--- config.mk ---
export PLATFORM = sky130hd
export DESIGN_NAME = hazard_controller
export DESIGN_NICKNAME = d
export VERILOG_FILES = /design/src/rtl/hazard_pkg.sv /design/src/rtl/hazard_controller_fwd_unit.sv /design/src/rtl/hazard_controller.sv
export SDC_FILE = /design/constraint.sdc
export NUM_CORES = 1
export LEC_CHECK = 0
export CORE_ASPECT_RATIO = 1.25
export CORE_MARGIN = 2
export CORE_UTILIZATION = 25
export CTS_CLUSTER_SIZE = 16
export DETAILED_ROUTE_END_ITERATION = 8
export PLACE_DENSITY_LB_ADDON = 0.2
export SLEW_MARGIN = 20
export SYNTH_ARGS = -nofsm -noshare
export SYNTH_HDL_FRONTEND = slang
export SYNTH_HIERARCHICAL = 1
export SYNTH_SLANG_ARGS = --single-unit
--- constraint.sdc ---
create_clock -name clk -period 5.2 [get_ports clk]
set_input_delay 0.78 -clock clk [delete_from_list [all_inputs] [get_ports clk]]
set_output_delay 0.78 -clock clk [all_outputs]
set_load 0.02 [all_outputs]
--- src/rtl/hazard_pkg.sv ---
// Shared types and constants for the pipeline hazard controller.
package hazard_pkg;

  typedef enum logic [1:0] {
    RUN       = 2'd0,
    LOAD_WAIT = 2'd1,
    MEM_WAIT  = 2'd2,
    FLUSH     = 2'd3
  } hc_state_t;

  localparam logic [1:0] FWD_REG = 2'b00;
  localparam logic [1:0] FWD_EX  = 2'b01;
  localparam logic [1:0] FWD_MEM = 2'b10;

  localparam int REG_AW_DEF = 4;

endpackage

--- src/rtl/hazard_controller_fwd_unit.sv ---
// Forwarding select for one ALU source operand; the younger (EX) producer wins over MEM.
module fwd_unit
  import hazard_pkg::*;
#(
  parameter int REG_AW = REG_AW_DEF
) (
  input  logic [REG_AW-1:0] rs,
  input  logic              use_src,
  input  logic [REG_AW-1:0] ex_dest,
  input  logic              ex_wbs,
  input  logic              ex_mm,
  input  logic [REG_AW-1:0] mem_dest,
  input  logic              mem_wbs,
  output logic [1:0]        sel
);

  always_comb begin
    sel = FWD_REG;
    if (use_src) begin
      // A load in EX has no result yet; that case is a load-use stall, not a forward.
      if (ex_wbs && !ex_mm && (ex_dest == rs)) begin
        sel = FWD_EX;
      end else if (mem_wbs && (mem_dest == rs)) begin
        sel = FWD_MEM;
      end
    end
  end

endmodule

--- src/rtl/hazard_controller.sv ---
// Stall/bubble/flush sequencing for the ID/EX and EX/MEM registers plus ALU forwarding selects.
module hazard_controller
  import hazard_pkg::*;
#(
  parameter int REG_AW      = REG_AW_DEF,
  parameter int LOAD_STALL  = 1,
  parameter int MEM_TIMEOUT = 15,
  parameter int CNT_W       = 16
) (
  input  logic              clk,
  input  logic              rst_n,
  input  logic [REG_AW-1:0] id_rs_a,
  input  logic [REG_AW-1:0] id_rs_b,
  input  logic              id_use_a,
  input  logic              id_use_b,
  input  logic [REG_AW-1:0] ex_reg_dest,
  input  logic              ex_wbs,
  input  logic              ex_mm,
  input  logic              ex_branch,
  input  logic [REG_AW-1:0] mem_reg_dest,
  input  logic              mem_wbs,
  input  logic              mem_req,
  input  logic              mem_ready,
  output logic              hold_fd,
  output logic              hold_de,
  output logic              hold_em,
  output logic              bubble_de,
  output logic              flush_fd,
  output logic [1:0]        fwd_a_sel,
  output logic [1:0]        fwd_b_sel,
  output logic              mem_timeout,
  output logic [CNT_W-1:0]  stall_count
);

  localparam int WAIT_W = $clog2(MEM_TIMEOUT + 1);

  hc_state_t         state_q, state_d;
  logic [WAIT_W-1:0] wait_cnt_q, wait_cnt_d;
  logic [1:0]        lw_cnt_q, lw_cnt_d;
  logic              timeout_q, timeout_d;
  logic              rel_q, rel_d;
  logic [CNT_W-1:0]  stall_cnt_q, stall_cnt_d;

  logic       hold_fd_c, hold_de_c, hold_em_c, bubble_c, flush_c;
  logic       eval_run, mem_hold, load_use;
  logic [1:0] fwd_a_c, fwd_b_c;

  fwd_unit #(.REG_AW(REG_AW)) u_fwd_a (
    .rs(id_rs_a), .use_src(id_use_a), .ex_dest(ex_reg_dest), .ex_wbs(ex_wbs),
    .ex_mm(ex_mm), .mem_dest(mem_reg_dest), .mem_wbs(mem_wbs), .sel(fwd_a_c)
  );

  fwd_unit #(.REG_AW(REG_AW)) u_fwd_b (
    .rs(id_rs_b), .use_src(id_use_b), .ex_dest(ex_reg_dest), .ex_wbs(ex_wbs),
    .ex_mm(ex_mm), .mem_dest(mem_reg_dest), .mem_wbs(mem_wbs), .sel(fwd_b_c)
  );

  // rel_q masks the access that timed out so the pipeline is not immediately re-stalled by it.
  assign mem_hold = mem_req && !mem_ready && !rel_q;
  assign load_use = ex_mm && ex_wbs &&
                    ((id_use_a && (id_rs_a == ex_reg_dest)) ||
                     (id_use_b && (id_rs_b == ex_reg_dest)));

  always_comb begin
    state_d    = state_q;
    wait_cnt_d = wait_cnt_q;
    lw_cnt_d   = lw_cnt_q;
    timeout_d  = timeout_q;
    rel_d      = rel_q;
    hold_fd_c  = 1'b0;
    hold_de_c  = 1'b0;
    hold_em_c  = 1'b0;
    bubble_c   = 1'b0;
    flush_c    = 1'b0;
    eval_run   = 1'b0;

    if (rel_q && (!mem_req || mem_ready)) begin
      rel_d = 1'b0;
    end

    unique case (state_q)
      RUN: eval_run = 1'b1;
      MEM_WAIT: begin
        if (mem_ready || !mem_req) begin
          wait_cnt_d = '0;
          eval_run   = 1'b1;
        end else begin
          hold_fd_c = 1'b1;
          hold_de_c = 1'b1;
          hold_em_c = 1'b1;
          if ((wait_cnt_q + WAIT_W'(1)) >= WAIT_W'(MEM_TIMEOUT)) begin
            timeout_d  = 1'b1;
            rel_d      = 1'b1;
            wait_cnt_d = '0;
            state_d    = RUN;
          end else begin
            wait_cnt_d = wait_cnt_q + WAIT_W'(1);
          end
        end
      end
      LOAD_WAIT: begin
        if (mem_hold || ex_branch) begin
          eval_run = 1'b1;
        end else begin
          hold_fd_c = 1'b1;
          bubble_c  = 1'b1;
          if (lw_cnt_q <= 2'd1) begin
            lw_cnt_d = '0;
            state_d  = RUN;
          end else begin
            lw_cnt_d = lw_cnt_q - 2'd1;
          end
        end
      end
      FLUSH: state_d = RUN;
      default: state_d = RUN;
    endcase

    // Hazard priority: memory wait, then branch flush, then load-use.
    if (eval_run) begin
      lw_cnt_d = '0;
      if (mem_hold) begin
        hold_fd_c  = 1'b1;
        hold_de_c  = 1'b1;
        hold_em_c  = 1'b1;
        wait_cnt_d = WAIT_W'(1);
        state_d    = MEM_WAIT;
      end else if (ex_branch) begin
        flush_c = 1'b1;
        bubble_c = 1'b1;
        state_d = FLUSH;
      end else if (load_use) begin
        hold_fd_c = 1'b1;
        bubble_c  = 1'b1;
        if (LOAD_STALL > 1) begin
          lw_cnt_d = 2'(LOAD_STALL - 1);
          state_d  = LOAD_WAIT;
        end else begin
          state_d = RUN;
        end
      end else begin
        state_d = RUN;
      end
    end

    stall_cnt_d = stall_cnt_q;
    if (hold_fd_c && (stall_cnt_q != {CNT_W{1'b1}})) begin
      stall_cnt_d = stall_cnt_q + CNT_W'(1);
    end
  end

  always_ff @(posedge clk or negedge rst_n) begin
    if (!rst_n) begin
      state_q     <= RUN;
      wait_cnt_q  <= '0;
      lw_cnt_q    <= '0;
      timeout_q   <= 1'b0;
      rel_q       <= 1'b0;
      stall_cnt_q <= '0;
    end else begin
      state_q     <= state_d;
      wait_cnt_q  <= wait_cnt_d;
      lw_cnt_q    <= lw_cnt_d;
      timeout_q   <= timeout_d;
      rel_q       <= rel_d;
      stall_cnt_q <= stall_cnt_d;
    end
  end

  // Outputs are forced quiet while reset is asserted, regardless of the live inputs.
  assign hold_fd     = rst_n && hold_fd_c;
  assign hold_de     = rst_n && hold_de_c;
  assign hold_em     = rst_n && hold_em_c;
  assign bubble_de   = rst_n && bubble_c;
  assign flush_fd    = rst_n && flush_c;
  assign fwd_a_sel   = rst_n ? fwd_a_c : FWD_REG;
  assign fwd_b_sel   = rst_n ? fwd_b_c : FWD_REG;
  assign mem_timeout = timeout_q;
  assign stall_count = stall_cnt_q;

endmodule
# ---- Word-level counts from Yosys, hierarchy flattened
# Cells that the tools add are included.
dict set report word_totals {
  reg_bits 26
  latch_bits 0
  ramBits 0
  romBits 0
  inputBits 26
  elab_cells 107
  mem_count 0
}
dict set report op_classes {
  n_addsub 3
  mul 0
  div_mod_pow 0
  order_cmp 2
  n_eq_ne 15
  n_shift 0
  n_mux 50
  bitwise_logic 1
  reduce_logical 30
}
# operator count
set ops {}
lappend ops {{two-way mux 2 bit} 19}
lappend ops {{equality test 4 bit} 6}
lappend ops {{two-way mux 1 bit} 23}
lappend ops {{two-way mux 4 bit} 5}
lappend ops {{logical AND 1 bit} 17}
lappend ops {{adder 16 x 1 -> 16 bit, second input constant} 1}
lappend ops {{!= test 16 bit, second input constant} 1}
lappend ops {{!= test 3 bit, second input constant} 4}
lappend ops {{case mux 2 bit (3 select lines)} 1}
lappend ops {{AND reduction 5 bit} 1}
lappend ops {{adder 4 x 1 -> 4 bit, second input constant} 1}
lappend ops {{equality test 2 bit, second input constant} 2}
lappend ops {{>= comparator 4 bit, second input constant} 1}
lappend ops {{logical NOT 1 bit} 4}
lappend ops {{nonzero test 4 bit} 1}
lappend ops {{logical OR 1 bit} 3}
lappend ops {{case mux 1 bit (3 select lines)} 1}
lappend ops {{AND reduction 3 bit} 1}
lappend ops {{equality test 2 x 1 -> 1 bit, second input constant} 1}
lappend ops {{less-or-equal comparator 2 x 1 -> 1 bit, second input constant} 1}
lappend ops {{logical NOT 2 bit} 1}
lappend ops {{!= test 2 bit, second input constant} 1}
lappend ops {{case mux 1 bit (2 select lines)} 1}
lappend ops {{AND reduction 2 bit} 1}
lappend ops {{3 further kinds} 3}

# ---- Longest topological paths before layout
dict set report logic_depth {
  ltp_word 11
  ltp_mapped 9
  ltp_nobuf 7
}

# ---- Cells and area by module
# The synthesis kept the hierarchy.
# mod n_inst cells_per_inst area_per_inst_um2 seq_area_each_um2
set modules_own_cells {}
lappend modules_own_cells {hazard_controller 1 239 2020.7 650.6}
lappend modules_own_cells {fwd_unit 2 14 111.4 0.0}

# ---- Worst setup path before layout
# Ideal clock, no wire load.
dict set report synth_timing {
  path_type {input -> output}
  startpoint {input mem_ready}
  endpoint {output hold_em}
  arrival_time_ps 2480
  path_slack_ps 1940
  path_stages 4
  cell_sequence {or3b_2 -> or3_1 -> a21boi_0 -> buf_4}
}
dict set report synth_between {
  elab_chain_cells 8
}
# item line_no
set synth_lines {}
lappend synth_lines {{start: declaration} hazard_controller.sv:23} ;# input logic mem_ready,
lappend synth_lines {{logical NOT 1 bit} hazard_controller.sv:59} ;# assign mem_hold = mem_req && !mem_ready && !rel_q;
lappend synth_lines {{logical AND 1 bit (2 in series)} hazard_controller.sv:59}
lappend synth_lines {{logical OR 1 bit} hazard_controller.sv:102} ;# if (mem_hold || ex_branch) begin
lappend synth_lines {{two-way mux 1 bit} hazard_controller.sv:102}
lappend synth_lines {{case mux 1 bit (3 select lines)} hazard_controller.sv:81} ;# unique case (state_q)
lappend synth_lines {{two-way mux 1 bit *} --}
lappend synth_lines {{logical AND 1 bit *} --}
lappend synth_lines {{end: declaration} hazard_controller.sv:26} ;# output logic hold_em,
# Every way passes the cells marked *; elsewhere a longest branch is shown, timed or not.

# ---- Final worst setup path
dict set report layout_timing {
  startpoint {input mem_req}
  endpoint {output bubble_de}
}
dict set report layout_between {
  elab_chain_cells 10
}
# item line_no
set layout_lines {}
lappend layout_lines {{start: declaration} hazard_controller.sv:22} ;# input logic mem_req,
lappend layout_lines {{logical AND 1 bit (2 in series)} hazard_controller.sv:59}
lappend layout_lines {{logical OR 1 bit} hazard_controller.sv:102}
lappend layout_lines {{two-way mux 1 bit} hazard_controller.sv:102}
lappend layout_lines {{two-way mux 1 bit} hazard_controller.sv:81}
lappend layout_lines {{two-way mux 1 bit} hazard_controller.sv:132} ;# end else if (load_use) begin
lappend layout_lines {{two-way mux 1 bit} hazard_controller.sv:128} ;# end else if (ex_branch) begin
lappend layout_lines {{two-way mux 1 bit} hazard_controller.sv:122} ;# if (mem_hold) begin
lappend layout_lines {{two-way mux 1 bit *} hazard_controller.sv:120} ;# if (eval_run) begin
lappend layout_lines {{logical AND 1 bit *} hazard_controller.sv:174} ;# assign bubble_de = rst_n && bubble_c;
lappend layout_lines {{end: declaration} hazard_controller.sv:27} ;# output logic bubble_de,
# Marks and branches as above.

==> results.sh <==
export IMPL_drv_cap=0
export IMPL_nFillCells=919
export IMPL_slowest_stage="clkdlybuf4s50_1"
export IMPL_crit_cells=6
export IMPL_synth_compound_area_frac=0.2008
export IMPL_ys_ff_latch=26
export IMPL_async_flop_share=1.000
export IMPL_clkPwrFrac=0.167
export IMPL_critPathLaunchType="input port"
export IMPL_worstPathArrival_ns=3.26
export IMPL_place_area_um2=2883
export IMPL_clkTransAtPathRegs_ns=0.09
export IMPL_synth_simple_area_share=0.3285
export IMPL_synth_cells=267
export IMPL_cp_end_kind="output pin"
export IMPL_synthMuxAreaShare=0.01171
export IMPL_grt_antenna_before_repair=0
export IMPL_yosysWarnings=6
export IMPL_cpPeakStageDelay_ns=0.67
export IMPL_setup_viol=0
export IMPL_grt_max_degree=19
export IMPL_fin_nets=348
export IMPL_drc=0
export IMPL_synth_top_family_by_area="simple AND/OR/NAND/NOR gates"
export IMPL_path_buf_inv=2
export IMPL_worst_pin_slew_ns=1.049
export IMPL_reg2reg_to="stall_count[15]"
export IMPL_clockBufferDepth=2
export IMPL_cp_startpoint="mem_req"
export IMPL_postCtsSetupBuffers=0
export IMPL_r2r_slack_ns=2.36
export IMPL_endpoint="bubble_de"
export IMPL_synth_distinct_cells=57
export IMPL_max_slew_margin_rel=0.2955
export IMPL_syn_cell_area_um2=2243
export IMPL_finalCriticalPeriod_ns=4.041
export IMPL_initial_core_util=0.2578
export IMPL_final_area_um2=2954
export IMPL_pwr_share_seq=0.302
export IMPL_rows=38
export IMPL_ios=52
export IMPL_hpwl_mm=4.923
export IMPL_pwr_density_cell_nw_per_um2=347.1
export IMPL_synth_flop_cell="dfrtp_1"
export IMPL_ir_drop_mv=0.1235
export IMPL_p_sw_mw=0.4417
export IMPL_r2r_cells=7
export IMPL_crit_chain="clkdlybuf4s50_1 > nor3b_2 > o21ai_0 > a21o_1 > a221oi_1 > clkdlybuf4s50_1"
export IMPL_fp_dieArea_um2=9752
export IMPL_internal_power_mw=0.5836
export IMPL_comb_power_share=0.531
export IMPL_drt_pass1_iterations=4
export IMPL_grt_pass1_vias=2167
export IMPL_outcome="finished, final reports clean"
export IMPL_insertedDiodeCount=0
export IMPL_hold_buffers=0
export IMPL_dr_first_iter_drc_count=53
export IMPL_synth_edf_count=0
export IMPL_dieWidth_um=88.73
export IMPL_finClkSkew_ns=0.004165
export IMPL_io_buffers=51
export IMPL_grt_overflow=0
export IMPL_core_area_um2=8701
export IMPL_critPathMostFrequentCell="clkdlybuf4s50_1"
export IMPL_syn_area_per_cell_um2=8.402
export IMPL_viasPerCell=5.210
export IMPL_tns_ns=0
export IMPL_antenna_left=0
export IMPL_cellLeakagePower_nw=1.057
export IMPL_period_share=0.7772
export IMPL_cts_root_buf="clkbuf_8"
export IMPL_maxSlewViolCount=0
export IMPL_place_gp_congestion=0.7972
export IMPL_p_sw_frac=0.4308
export IMPL_numCtsBuffers=3
export IMPL_syn_nets=300
export IMPL_cts_tree="built"
export IMPL_final_hold_violation_count=0
export IMPL_grt_pass1_wl_mm=10.30
export IMPL_hp_class="register to register"
export IMPL_clock_sinks=26
export IMPL_area_delta_synth_final_pct=31.68
export IMPL_crit_fanout=7
export IMPL_ys_seq_area_frac=0.2900
export IMPL_timing_worst_setup_path_type="input port to output pin"
export IMPL_post_cts_resize_count=0
export IMPL_clk_latency_ns=0.28
export IMPL_synthAdderAreaFrac=0.03904
export IMPL_grtUsageTotal=0.1324
export IMPL_routed_wl_mm=6.251
export IMPL_worstPathRequired_ns=4.42
export IMPL_htreeDepth=1
export IMPL_drive_gt1_frac=0.06688
export IMPL_clock_fmax_mhz=247.4
export IMPL_synthXorXnorAreaFrac=0.09370
export IMPL_num_vias=2261
export IMPL_wl_per_cell_um=14.40
export IMPL_die_h_um=109.9
export IMPL_crit_family="buffers and inverters"
export IMPL_rsz0062_at_grt="false"
export IMPL_r2r_start="state_q[0]"
-- synth_stat cells (all sizes together) (6+ instances only) --
library cell,number,area [um^2]
nand3,15,75.07
nor2,17,63.81
inv,6,22.52
a21oi,8,40.04
and2,9,56.30
o31ai,9,67.56
or2,6,37.54
clkbuf,7,27.52
o21ai,7,35.03
nand2,17,63.81
or3,9,56.30
xnor2,22,192.7
nor4,6,37.54
nand4,10,62.56
dfrtp,26,650.6
ha,7,87.58
nor3,10,55.05
buf,6,31.28
-- cell families after synthesis --
family,Yosys count
AOI/OAI and AO/OA,63
xor gates and xnor gates,24
adders and majority gates,7
buffers and inverters,19
DFF,26
muxes,2
and+or+nand+nor,126
-- cell usage in the layout, fill, tap and decap left out, drive strengths merged, types with 4 or more instances in the layout --
cell / n
inv: 6
nor4b: 5
ha: 7
clkdlybuf4s50: 51
nand4: 10
o31ai: 9
buf: 5
nand2b: 5
o2bb2ai: 5
and2: 9
xnor2: 22
or3: 9
o22ai: 4
nor4: 6
nor2: 17
nand2: 17
o211ai: 5
or2: 6
nand3: 15
dfrtp: 26
o21ai: 7
a21oi: 8
nor3: 10
-- worst min-delay path by stage --
stage	start	to	slack, ns	depth (start not counted)
final	mem_timeout	mem_timeout	0.48	1
after global routing	mem_timeout	mem_timeout	0.51	1
after CTS	mem_timeout	mem_timeout	0.49	1
after detailed placement	mem_timeout	mem_timeout	0.46	1
after global placement	mem_timeout	mem_timeout	0.46	1
after floorplan	lw_cnt_q[1]	lw_cnt_q[1]	0.47	1
-- power groups by stage --
stage / Sequential (mW) / Clock [mW] / Combinational, mW
2_1_floorplan: 0.332 / 0 / 0.321
3_3_place_gp: 0.314 / 0 / 0.545
3_5_place_dp: 0.315 / 0 / 0.545
4_1_cts: 0.310 / 0.180 / 0.549
5_1_grt: 0.319 / 0.185 / 0.608
6_report: 0.310 / 0.171 / 0.544
-- routing by layer --
metal / wire [um] / vias to the layer above / track usage
met5: 0 / - / 0
met4: 97 / 0 / 0.04437
met3: 261 / 9 / 0.01351
met2: 3160 / 69 / 0.2340
met1: 2732 / 1091 / 0.1655
li1: - / 1092 / -
-- sequential cells by signal, indices dropped and copies added (netlist names) --
register     count
lw_cnt_q         2
stall_count     16
rel_q            1
state_q          2
wait_cnt_q       4
mem_timeout      1
-- through the flow --
step           setup WS (ns)    util  cells  total power, mW  hold WS [ns]
6_report               1.159  0.3395    434            1.025        0.4801
5_1_grt               0.9727  0.3395    434            1.113        0.5136
4_1_cts                1.201  0.3395    434            1.039        0.4875
3_5_place_dp           1.210  0.3313    430           0.8598        0.4613
3_3_place_gp           1.219  0.3313    430           0.8587        0.4568
2_1_floorplan          1.940       -    267           0.6529        0.4720
-- area by class of cell --
cell class / instances / area [um^2] / share of cell area
well taps: 120 / 150.1 / 0.05083
flip-flops and latches: 26 / 650.6 / 0.2202
clock inverters: 1 / 30.03 / 0.01017
clock buffers: 3 / 41.29 / 0.01398
repair buffers: 56 / 548.0 / 0.1855
multi-input cells: 222 / 1511 / 0.5116
inverters: 6 / 22.52 / 0.007624
(Power assumes the default switching activity.)
